[src/rtl/axi_mem_arbiter_if.sv]
// Bundle for axi_mem_arbiter: two-client request/response side plus the single-beat AXI4 master side.
// The master modport is the arbiter's view; slave is the environment (clients and AXI slave).
interface axi_mem_arbiter_if #(
   parameter int C_AXI_DATA_WIDTH = 32,
   parameter int C_AXI_ADDR_WIDTH = 32
);
   logic [1:0]                    REQ_VALID;
   logic [1:0]                    REQ_WE;
   logic [2*C_AXI_ADDR_WIDTH-1:0] REQ_ADDR;
   logic [2*C_AXI_DATA_WIDTH-1:0] REQ_WDATA;
   logic [1:0]                    REQ_READY;
   logic [1:0]                    RSP_VALID;
   logic [C_AXI_DATA_WIDTH-1:0]   RSP_RDATA;
   logic                          RSP_ERR;

   logic [C_AXI_ADDR_WIDTH-1:0]   AWADDR;
   logic                          AWVALID;
   logic                          AWREADY;
   logic [C_AXI_DATA_WIDTH-1:0]   WDATA;
   logic                          WVALID;
   logic                          WLAST;
   logic                          WREADY;
   logic [1:0]                    BRESP;
   logic                          BVALID;
   logic [C_AXI_ADDR_WIDTH-1:0]   ARADDR;
   logic                          ARVALID;
   logic                          ARREADY;
   logic [C_AXI_DATA_WIDTH-1:0]   RDATA;
   logic [1:0]                    RRESP;
   logic                          RVALID;
   logic                          RLAST;
   logic                          RREADY;

   modport master (
      input  REQ_VALID, REQ_WE, REQ_ADDR, REQ_WDATA,
      input  AWREADY, WREADY, BRESP, BVALID, ARREADY, RDATA, RRESP, RVALID, RLAST,
      output REQ_READY, RSP_VALID, RSP_RDATA, RSP_ERR,
      output AWADDR, AWVALID, WDATA, WVALID, WLAST, ARADDR, ARVALID, RREADY
   );

   modport slave (
      output REQ_VALID, REQ_WE, REQ_ADDR, REQ_WDATA,
      output AWREADY, WREADY, BRESP, BVALID, ARREADY, RDATA, RRESP, RVALID, RLAST,
      input  REQ_READY, RSP_VALID, RSP_RDATA, RSP_ERR,
      input  AWADDR, AWVALID, WDATA, WVALID, WLAST, ARADDR, ARVALID, RREADY
   );
endinterface

[src/rtl/axi_mem_arbiter.sv]
// Round-robin arbiter for two single-word clients onto one AXI4 master port.
// One single-beat transaction is outstanding at a time; completion is pulsed back to the granted client.
module axi_mem_arbiter #(
   parameter int C_AXI_DATA_WIDTH = 32,
   parameter int C_AXI_ADDR_WIDTH = 32
) (
   input logic               CLK,
   input logic               RST,
   axi_mem_arbiter_if.master bus
);
   localparam int DW = C_AXI_DATA_WIDTH;
   localparam int AW = C_AXI_ADDR_WIDTH;

   localparam logic [2:0] IDLE         = 3'd0;
   localparam logic [2:0] WR_ADDR_DATA = 3'd1;
   localparam logic [2:0] WAIT_B       = 3'd2;
   localparam logic [2:0] RD_ADDR      = 3'd3;
   localparam logic [2:0] WAIT_R       = 3'd4;
   localparam logic [2:0] RESP         = 3'd5;

   logic [2:0]    state;
   logic          last_grant;
   logic          grant;
   logic          grant_q;
   logic          accept;
   logic          aw_valid;
   logic          w_valid;
   logic          ar_valid;
   logic          b_done;
   logic          wr_done;
   logic [AW-1:0] sel_addr;
   logic [DW-1:0] sel_wdata;
   logic          sel_we;
   logic [AW-1:0] addr_q;
   logic [DW-1:0] wdata_q;
   logic [DW-1:0] rdata_q;
   logic          err_q;
   logic          unused_ok;

   always_comb begin
      // NOTE: assign a default before the case so no input pattern leaves grant unassigned (latch).
      grant = 1'b0;
      case (bus.REQ_VALID)
         2'b10:   grant = 1'b1;
         2'b11:   grant = ~last_grant;
         default: grant = 1'b0;
      endcase
   end

   assign accept    = (state == IDLE) && (bus.REQ_VALID != 2'b00) && !RST;
   assign sel_addr  = grant ? bus.REQ_ADDR[2*AW-1:AW]  : bus.REQ_ADDR[AW-1:0];
   assign sel_wdata = grant ? bus.REQ_WDATA[2*DW-1:DW] : bus.REQ_WDATA[DW-1:0];
   assign sel_we    = bus.REQ_WE[grant];

   // A channel counts as finished if it already completed or handshakes in this cycle.
   assign wr_done = (!aw_valid || bus.AWREADY) && (!w_valid || bus.WREADY);

   always_ff @(posedge CLK) begin
      if (RST) begin
         state      <= IDLE;
         last_grant <= 1'b1;
         grant_q    <= 1'b0;
         aw_valid   <= 1'b0;
         w_valid    <= 1'b0;
         ar_valid   <= 1'b0;
         b_done     <= 1'b0;
         addr_q     <= '0;
         wdata_q    <= '0;
         rdata_q    <= '0;
         err_q      <= 1'b0;
      end else begin
         // NOTE: sequential state uses <= only, so every branch sees the pre-edge register values.
         case (state)
            IDLE: begin
               if (accept) begin
                  grant_q    <= grant;
                  last_grant <= grant;
                  addr_q     <= sel_addr;
                  wdata_q    <= sel_wdata;
                  b_done     <= 1'b0;
                  if (sel_we) begin
                     aw_valid <= 1'b1;
                     w_valid  <= 1'b1;
                     state    <= WR_ADDR_DATA;
                  end else begin
                     ar_valid <= 1'b1;
                     state    <= RD_ADDR;
                  end
               end
            end
            WR_ADDR_DATA: begin
               if (aw_valid && bus.AWREADY) aw_valid <= 1'b0;
               if (w_valid && bus.WREADY)   w_valid  <= 1'b0;
               // An early write response is kept so it is not lost before WAIT_B.
               if (bus.BVALID) begin
                  b_done <= 1'b1;
                  err_q  <= bus.BRESP[1];
               end
               if (wr_done) state <= (b_done || bus.BVALID) ? RESP : WAIT_B;
            end
            WAIT_B: begin
               if (bus.BVALID) begin
                  err_q <= bus.BRESP[1];
                  state <= RESP;
               end
            end
            RD_ADDR: begin
               if (bus.ARREADY) begin
                  ar_valid <= 1'b0;
                  state    <= WAIT_R;
               end
            end
            WAIT_R: begin
               if (bus.RVALID) begin
                  rdata_q <= bus.RDATA;
                  err_q   <= bus.RRESP[1];
                  state   <= RESP;
               end
            end
            RESP:    state <= IDLE;
            default: state <= IDLE;
         endcase
      end
   end

   assign bus.REQ_READY = accept ? {grant, ~grant} : 2'b00;
   assign bus.RSP_VALID = (state == RESP) ? {grant_q, ~grant_q} : 2'b00;
   assign bus.RSP_RDATA = rdata_q;
   assign bus.RSP_ERR   = err_q;
   assign bus.AWADDR    = addr_q;
   assign bus.AWVALID   = aw_valid;
   assign bus.WDATA     = wdata_q;
   assign bus.WVALID    = w_valid;
   assign bus.WLAST     = w_valid;
   assign bus.ARADDR    = addr_q;
   assign bus.ARVALID   = ar_valid;
   assign bus.RREADY    = (state == WAIT_R);

   // Single-beat transfers: RLAST and the low response bits carry no information here.
   assign unused_ok = ^{bus.RLAST, bus.BRESP[0], bus.RRESP[0]};
endmodule

[src/flat_wrapper.sv]
// flat-port wrapper written by rule: the top's interface ports become plain ports
module axi_mem_arbiter_flat 
#(
   parameter int C_AXI_DATA_WIDTH = 32,
   parameter int C_AXI_ADDR_WIDTH = 32
)
  (CLK, RST, bus_REQ_VALID, bus_REQ_WE, bus_REQ_ADDR, bus_REQ_WDATA, bus_AWREADY, bus_WREADY, bus_BRESP, bus_BVALID, bus_ARREADY, bus_RDATA, bus_RRESP, bus_RVALID, bus_RLAST, bus_REQ_READY, bus_RSP_VALID, bus_RSP_RDATA, bus_RSP_ERR, bus_AWADDR, bus_AWVALID, bus_WDATA, bus_WVALID, bus_WLAST, bus_ARADDR, bus_ARVALID, bus_RREADY);
  axi_mem_arbiter_if #(.C_AXI_DATA_WIDTH(C_AXI_DATA_WIDTH), .C_AXI_ADDR_WIDTH(C_AXI_ADDR_WIDTH)) bus_i ();
  input logic CLK;
  input logic RST;
  input wire logic [$bits(bus_i.REQ_VALID)-1:0] bus_REQ_VALID;
  input wire logic [$bits(bus_i.REQ_WE)-1:0] bus_REQ_WE;
  input wire logic [$bits(bus_i.REQ_ADDR)-1:0] bus_REQ_ADDR;
  input wire logic [$bits(bus_i.REQ_WDATA)-1:0] bus_REQ_WDATA;
  input wire logic [$bits(bus_i.AWREADY)-1:0] bus_AWREADY;
  input wire logic [$bits(bus_i.WREADY)-1:0] bus_WREADY;
  input wire logic [$bits(bus_i.BRESP)-1:0] bus_BRESP;
  input wire logic [$bits(bus_i.BVALID)-1:0] bus_BVALID;
  input wire logic [$bits(bus_i.ARREADY)-1:0] bus_ARREADY;
  input wire logic [$bits(bus_i.RDATA)-1:0] bus_RDATA;
  input wire logic [$bits(bus_i.RRESP)-1:0] bus_RRESP;
  input wire logic [$bits(bus_i.RVALID)-1:0] bus_RVALID;
  input wire logic [$bits(bus_i.RLAST)-1:0] bus_RLAST;
  output wire logic [$bits(bus_i.REQ_READY)-1:0] bus_REQ_READY;
  output wire logic [$bits(bus_i.RSP_VALID)-1:0] bus_RSP_VALID;
  output wire logic [$bits(bus_i.RSP_RDATA)-1:0] bus_RSP_RDATA;
  output wire logic [$bits(bus_i.RSP_ERR)-1:0] bus_RSP_ERR;
  output wire logic [$bits(bus_i.AWADDR)-1:0] bus_AWADDR;
  output wire logic [$bits(bus_i.AWVALID)-1:0] bus_AWVALID;
  output wire logic [$bits(bus_i.WDATA)-1:0] bus_WDATA;
  output wire logic [$bits(bus_i.WVALID)-1:0] bus_WVALID;
  output wire logic [$bits(bus_i.WLAST)-1:0] bus_WLAST;
  output wire logic [$bits(bus_i.ARADDR)-1:0] bus_ARADDR;
  output wire logic [$bits(bus_i.ARVALID)-1:0] bus_ARVALID;
  output wire logic [$bits(bus_i.RREADY)-1:0] bus_RREADY;
  assign bus_i.REQ_VALID = bus_REQ_VALID;
  assign bus_i.REQ_WE = bus_REQ_WE;
  assign bus_i.REQ_ADDR = bus_REQ_ADDR;
  assign bus_i.REQ_WDATA = bus_REQ_WDATA;
  assign bus_i.AWREADY = bus_AWREADY;
  assign bus_i.WREADY = bus_WREADY;
  assign bus_i.BRESP = bus_BRESP;
  assign bus_i.BVALID = bus_BVALID;
  assign bus_i.ARREADY = bus_ARREADY;
  assign bus_i.RDATA = bus_RDATA;
  assign bus_i.RRESP = bus_RRESP;
  assign bus_i.RVALID = bus_RVALID;
  assign bus_i.RLAST = bus_RLAST;
  assign bus_REQ_READY = bus_i.REQ_READY;
  assign bus_RSP_VALID = bus_i.RSP_VALID;
  assign bus_RSP_RDATA = bus_i.RSP_RDATA;
  assign bus_RSP_ERR = bus_i.RSP_ERR;
  assign bus_AWADDR = bus_i.AWADDR;
  assign bus_AWVALID = bus_i.AWVALID;
  assign bus_WDATA = bus_i.WDATA;
  assign bus_WVALID = bus_i.WVALID;
  assign bus_WLAST = bus_i.WLAST;
  assign bus_ARADDR = bus_i.ARADDR;
  assign bus_ARVALID = bus_i.ARVALID;
  assign bus_RREADY = bus_i.RREADY;
  axi_mem_arbiter #(.C_AXI_DATA_WIDTH(C_AXI_DATA_WIDTH), .C_AXI_ADDR_WIDTH(C_AXI_ADDR_WIDTH)) u_core (.CLK(CLK), .RST(RST), .bus(bus_i));
endmodule
[config.mk]
export PLATFORM = sky130hd
export DESIGN_NAME = axi_mem_arbiter_flat
export DESIGN_NICKNAME = d
export VERILOG_FILES = /design/src/rtl/axi_mem_arbiter_if.sv /design/src/rtl/axi_mem_arbiter.sv /design/src/flat_wrapper.sv
export SDC_FILE = /design/constraint.sdc
export NUM_CORES = 1
export LEC_CHECK = 0
export ABC_AREA = 1
export CAP_MARGIN = 10
export CELL_PAD_IN_SITES_DETAIL_PLACEMENT = 1
export CELL_PAD_IN_SITES_GLOBAL_PLACEMENT = 2
export CORE_AREA = 2 2 166 168
export CTS_CLUSTER_DIAMETER = 150
export DETAILED_ROUTE_END_ITERATION = 8
export DIE_AREA = 0 0 168 170
export PLACE_DENSITY_LB_ADDON = 0.1
export SYNTH_ARGS = -nofsm -noshare
export SYNTH_HDL_FRONTEND = slang
export SYNTH_SLANG_ARGS = --single-unit
[constraint.sdc]
create_clock -name CLK -period 3.7 [get_ports CLK]
set_clock_uncertainty 0.15 [all_clocks]
set_input_delay 0.74 -clock CLK [delete_from_list [all_inputs] [get_ports CLK]]
set_output_delay 0.74 -clock CLK [all_outputs]
set_load 0.05 [all_outputs]
Word-level counts from Yosys, hierarchy flattened. Index checks and enable logic that the tools add are counted.

$lt $le $gt $ge: 1. Eq/ne operators: 18. Multiplexer cells: 31. Bitwise logic cells: 3. Reduce and logical (&&, ||, !) cells: 25.

Operator list (number): two-way mux 32 bit (2); two-way mux 3 bit (6); case mux 3 bit (5 select lines) (1); two-way mux 1 bit (13); != test 2 x 1 -> 1 bit (second input constant) (6); case mux 1 bit (2 select lines) (6); AND reduction 4 bit (3); != test 2 bit (second input constant) (5); nonzero test 2 bit (4); equality test 3 x 2 -> 1 bit (second input constant) (2); equality test 3 bit (second input constant) (2); two-way mux 2 bit (3); AND reduction 3 bit (2); logical AND 1 bit (5); AND reduction 5 bit (1); equality test 2 bit (second input constant) (2); AND reduction 2 bit (2); equality test 3 x 1 -> 1 bit (second input constant) (1); zero test 1 bit (3); zero test 3 bit (1); logical OR 1 bit (3); inverter 1 bit (3); less-than comparator 1 x 2 -> 1 bit (second input constant) (1); OR reduction 2 bit (1).

Register bits after elaboration: 106. Bits of input ports: 176. Output and inout bits: 138. Word-level logic and storage cells: 89.

Depth between registers and ports, before layout.
Depth after elaboration: 7. Mapped depth: 9. Gate-level depth less buffers: 8.

Worst setup path before layout. No wires, ideal clock.

Path kind: input-to-output. Start point: input port RST. End point: output port bus_REQ_READY[0]. Data arrival time: 1838 ps. Data required time: 2810 ps. Setup slack: 972 ps. Cell stages on the path: 4. Path buffers: 1. Cell sequence: inv_1 nand3_2 buf_4 nor2_1.

Cells in the longest elaborated chain, start to end: 3.

Ends and longest elaborated chain: start: declaration (RTL line flat_wrapper.sv:10) `input logic RST;`; zero test 1 bit (RTL line axi_mem_arbiter.sv:50) `assign accept = (state == IDLE) && (bus.REQ_VALID != 2'b00) && !RST;`; logical AND 1 bit (RTL line axi_mem_arbiter.sv:50); two-way mux 2 bit (RTL line axi_mem_arbiter.sv:126) `assign bus.REQ_READY = accept ? {grant, ~grant} : 2'b00;`; end: declaration (RTL line flat_wrapper.sv:24) `output wire logic [$bits(bus_i.REQ_READY)-1:0] bus_REQ_READY;`.

No other way between the ends.

Worst setup path in the final report.
Start point: register u_core.state[0]. End point: output port bus_RREADY.

Cells in the longest elaborated chain, start to end: 1.

Ends and longest elaborated chain: start: declaration (RTL line axi_mem_arbiter.sv:21) `logic [2:0] state;`; start signal: assignment (RTL line axi_mem_arbiter.sv:99) `if (wr_done) state <= (b_done || bus.BVALID) ? RESP : WAIT_B;`; equality test 3 bit (RTL line axi_mem_arbiter.sv:137) `assign bus.RREADY = (state == WAIT_R);`; end: declaration (RTL line flat_wrapper.sv:35) `output wire logic [$bits(bus_i.RREADY)-1:0] bus_RREADY;`.

No other way between the ends.

==> metrics <==
run status finished, final reports clean; Die Width ~170 um; proportion of synthesized flip-flops having asynchronous set or reset 0%; first-pass GRT wire length 32890 um; total global routing track utilization 14.74%; via count of the first global-routing pass around 5.8k; Synth warnings 0; number of resized instances in the post-cts repair step 0; clock tree from TritonCTS yes; growth of design area from synthesis to finish 67.95%; clock transition at the registers of the reported paths about 0.080 ns; Final GP Congestion slightly above 0.7; hold-critical path endpoint u_core.b_done; register-to-register setup slack about 1.3 ns; top library cells by usage in the layout, fill and taps aside sky130_fd_sc_hd__nand2_1, sky130_fd_sc_hd__clkdlybuf4s50_1, sky130_fd_sc_hd__dfxtp_1, sky130_fd_sc_hd__a21oi_1, sky130_fd_sc_hd__nand3_1; drt first pass iters 4; path depth of the worst reg2reg path 8; placeable core region ~27000 um2; Post-Syn Nets 940; register area 2122 um2; total number of H-tree levels 3; most common cell after layout, fill and taps aside sky130_fd_sc_hd__nand2_1; number of setup buffers added after CTS 0; area enclosed by the die boundary about 29000 um2; DRT Wirelength approximately 21000 um; endpoint of the worst register-to-register path u_core.bus.RSP_RDATA[28]; y dimension of the die between 150 and 200 um; standard-cell row count 60; Relative slew margins between 40% and 50%; Mean Syn Cell Area 6.570 um2; Post-CTS Hold Buffers 0; via density per instance around 4; maximum count of clock buffers along a single path 2; arrival time of the worst setup path around 2 ns; Overflow after GRT 0; starting density of the core a little under a fifth; pin count of the biggest net entering global routing 66; slew at the pin closest to its max-slew limit roughly 0.80 ns; Util after Layout 31.63%; setup repair after global routing missed its margin false; number of buffers inserted during clock tree synthesis 9; top fanout value on the critical path 6; fin crit period a little under 3 ns; hold path depth 2; Detailed Place HPWL between 10000 and 15000 um; Max Clock Freq ~340 MHz; post-route setup TNS 0 ns; netlist area before placement 5020 um2; Reg-to-Reg Start u_core.state[0]; fillcell total around 3.3k; flops & latches, synth roughly 110; sequential share of the synthesized area 42.27%; number of enable flip-flop cells after synthesis 0; fraction of final layout cells with drive strength greater than 1 under 10%; vias post-DR roughly 5.6k; final worst path period share 79.22%; max capacitance violation total 0; clock network latency to the later pin of the worst-skew pair around 0.36 ns; min-delay src u_core.b_done; PortBufs 310; I/O pin cnt roughly 310; wire length per cell after detailed routing 15.57 um; Critical Path End Type primary output; Power per Cell Area 570.0 nW/um2; crit path launch u_core.state[0]; count of pins over their slew limit 0; Main synth FF type sky130_fd_sc_hd__dfxtp_1; library cell used as clock root buffer sky130_fd_sc_hd__clkbuf_16; largest voltage drop on the vdd net about 0.23 mV; total clock sinks approximately 110; initial detailed-routing violation count roughly 180; number of instances in the synthesized netlist ~760; final setup violating endpoints 0; count of cell types in the netlist 21; class of the most critical setup path register to primary output; Hold Crit Class register to register; Leak between 0.003 and 0.004 uW; Critical Path Start Type register; remaining design rule violation count 0; critical path data required time between 2 and 3 ns; count of nets after finishing about 1.2k; Routed Antenna Nets 0; number of antenna violations at the first check in global routing 1; final hold violation count 0; area taken by multi-input logic gates around 2300 um2
-- worst max path at each step --
stage | endpoint
after CTS | bus_RREADY
final | bus_RREADY
after global placement | u_core.bus.AWVALID
after global routing | bus_RREADY
after floorplan | bus_REQ_READY[0]
after detailed placement | u_core.bus.WLAST
-- cell families after synthesis --
logic type	after synthesis	share of synthesized area [%]
AO/OA/AOI/OAI	109	11.04
buffers and inverters	99	11.57
flip-flops	106	42.27
AND/OR/NAND/NOR	450	35.12
-- worst max-delay path: stages, from the launching register on --
cell	delay [ns]
sky130_fd_sc_hd__dfxtp_1	0.37
sky130_fd_sc_hd__nor2_1	0.21
sky130_fd_sc_hd__nand2_1	0.17
sky130_fd_sc_hd__inv_2	0.09
sky130_fd_sc_hd__clkdlybuf4s50_1	0.83
-- state kept, by name (all words and copies together), names as in the netlist --
signal                flops
u_core.state              3
u_core.bus.AWVALID        1
u_core.bus.WLAST          1
u_core.last_grant         1
u_core.b_done             1
u_core.bus.ARVALID        1
u_core.bus.RSP_ERR        1
u_core.bus.ARADDR        32
u_core.bus.WDATA         32
u_core.bus.RSP_RDATA     32
u_core.grant_q            1
-- routing by layer --
| metal | GRT usage (%) | wire length, um |
|---|---|---|
| met5 | 0 | 0 |
| met4 | 4.121 | 291 |
| met3 | 4.744 | 1439 |
| met1 | 17.06 | 8936 |
| met2 | 26.09 | 10540 |
-- metrics by stage --
stage	total power [uW]	instance area (um2)	setup slack [ns]	std cells	hold slack, ns
2_1_floorplan	3095	5020	0.9720	764	0.2815
3_3_place_gp	3903	8143	0.7477	1345	0.2977
3_5_place_dp	3908	8143	0.7393	1345	0.3025
4_1_cts	4928	8428	0.7138	1361	0.3142
5_1_grt	5127	8431	0.6216	1362	0.3324
6_report	4805	8431	0.7687	1362	0.3098
-- layout make-up --
| cell class | count | area share [%] |
|---|---|---|
| tap | 341 | 5.061 |
| multi-input combinational | 559 | 27.52 |
| clock inverter | 7 | 0.7124 |
| clock buffer | 9 | 2.671 |
| timing repair buffer | 322 | 38.08 |
| antenna | 1 | 0.02968 |
| inverter | 17 | 0.7569 |
| sequential | 106 | 25.17 |
-- Yosys cell counts, types with 2 or more instances --
library cell	count	area [um2]
sky130_fd_sc_hd__nand4_1	2	12.51
sky130_fd_sc_hd__clkbuf_1	18	67.56
sky130_fd_sc_hd__nor2_1	18	67.56
sky130_fd_sc_hd__nand2_1	383	1438
sky130_fd_sc_hd__inv_1	13	48.80
sky130_fd_sc_hd__buf_6	5	56.30
sky130_fd_sc_hd__dfxtp_1	106	2122
sky130_fd_sc_hd__buf_4	39	292.8
sky130_fd_sc_hd__o21ai_0	3	15.01
sky130_fd_sc_hd__buf_2	20	100.1
sky130_fd_sc_hd__inv_2	4	15.01
sky130_fd_sc_hd__a21oi_1	102	510.5
sky130_fd_sc_hd__nand3_1	42	210.2
sky130_fd_sc_hd__o21bai_1	2	15.01
-- where the power goes --
part	internal [uW]	total (uW)	leakage [uW]	switching [uW]
registers	1330	1460	0.000862	129
logic	796	2370	0.00228	1570
clock network	470	973	0.000136	503
No activity file was read; power rests on OpenSTA's default activity.
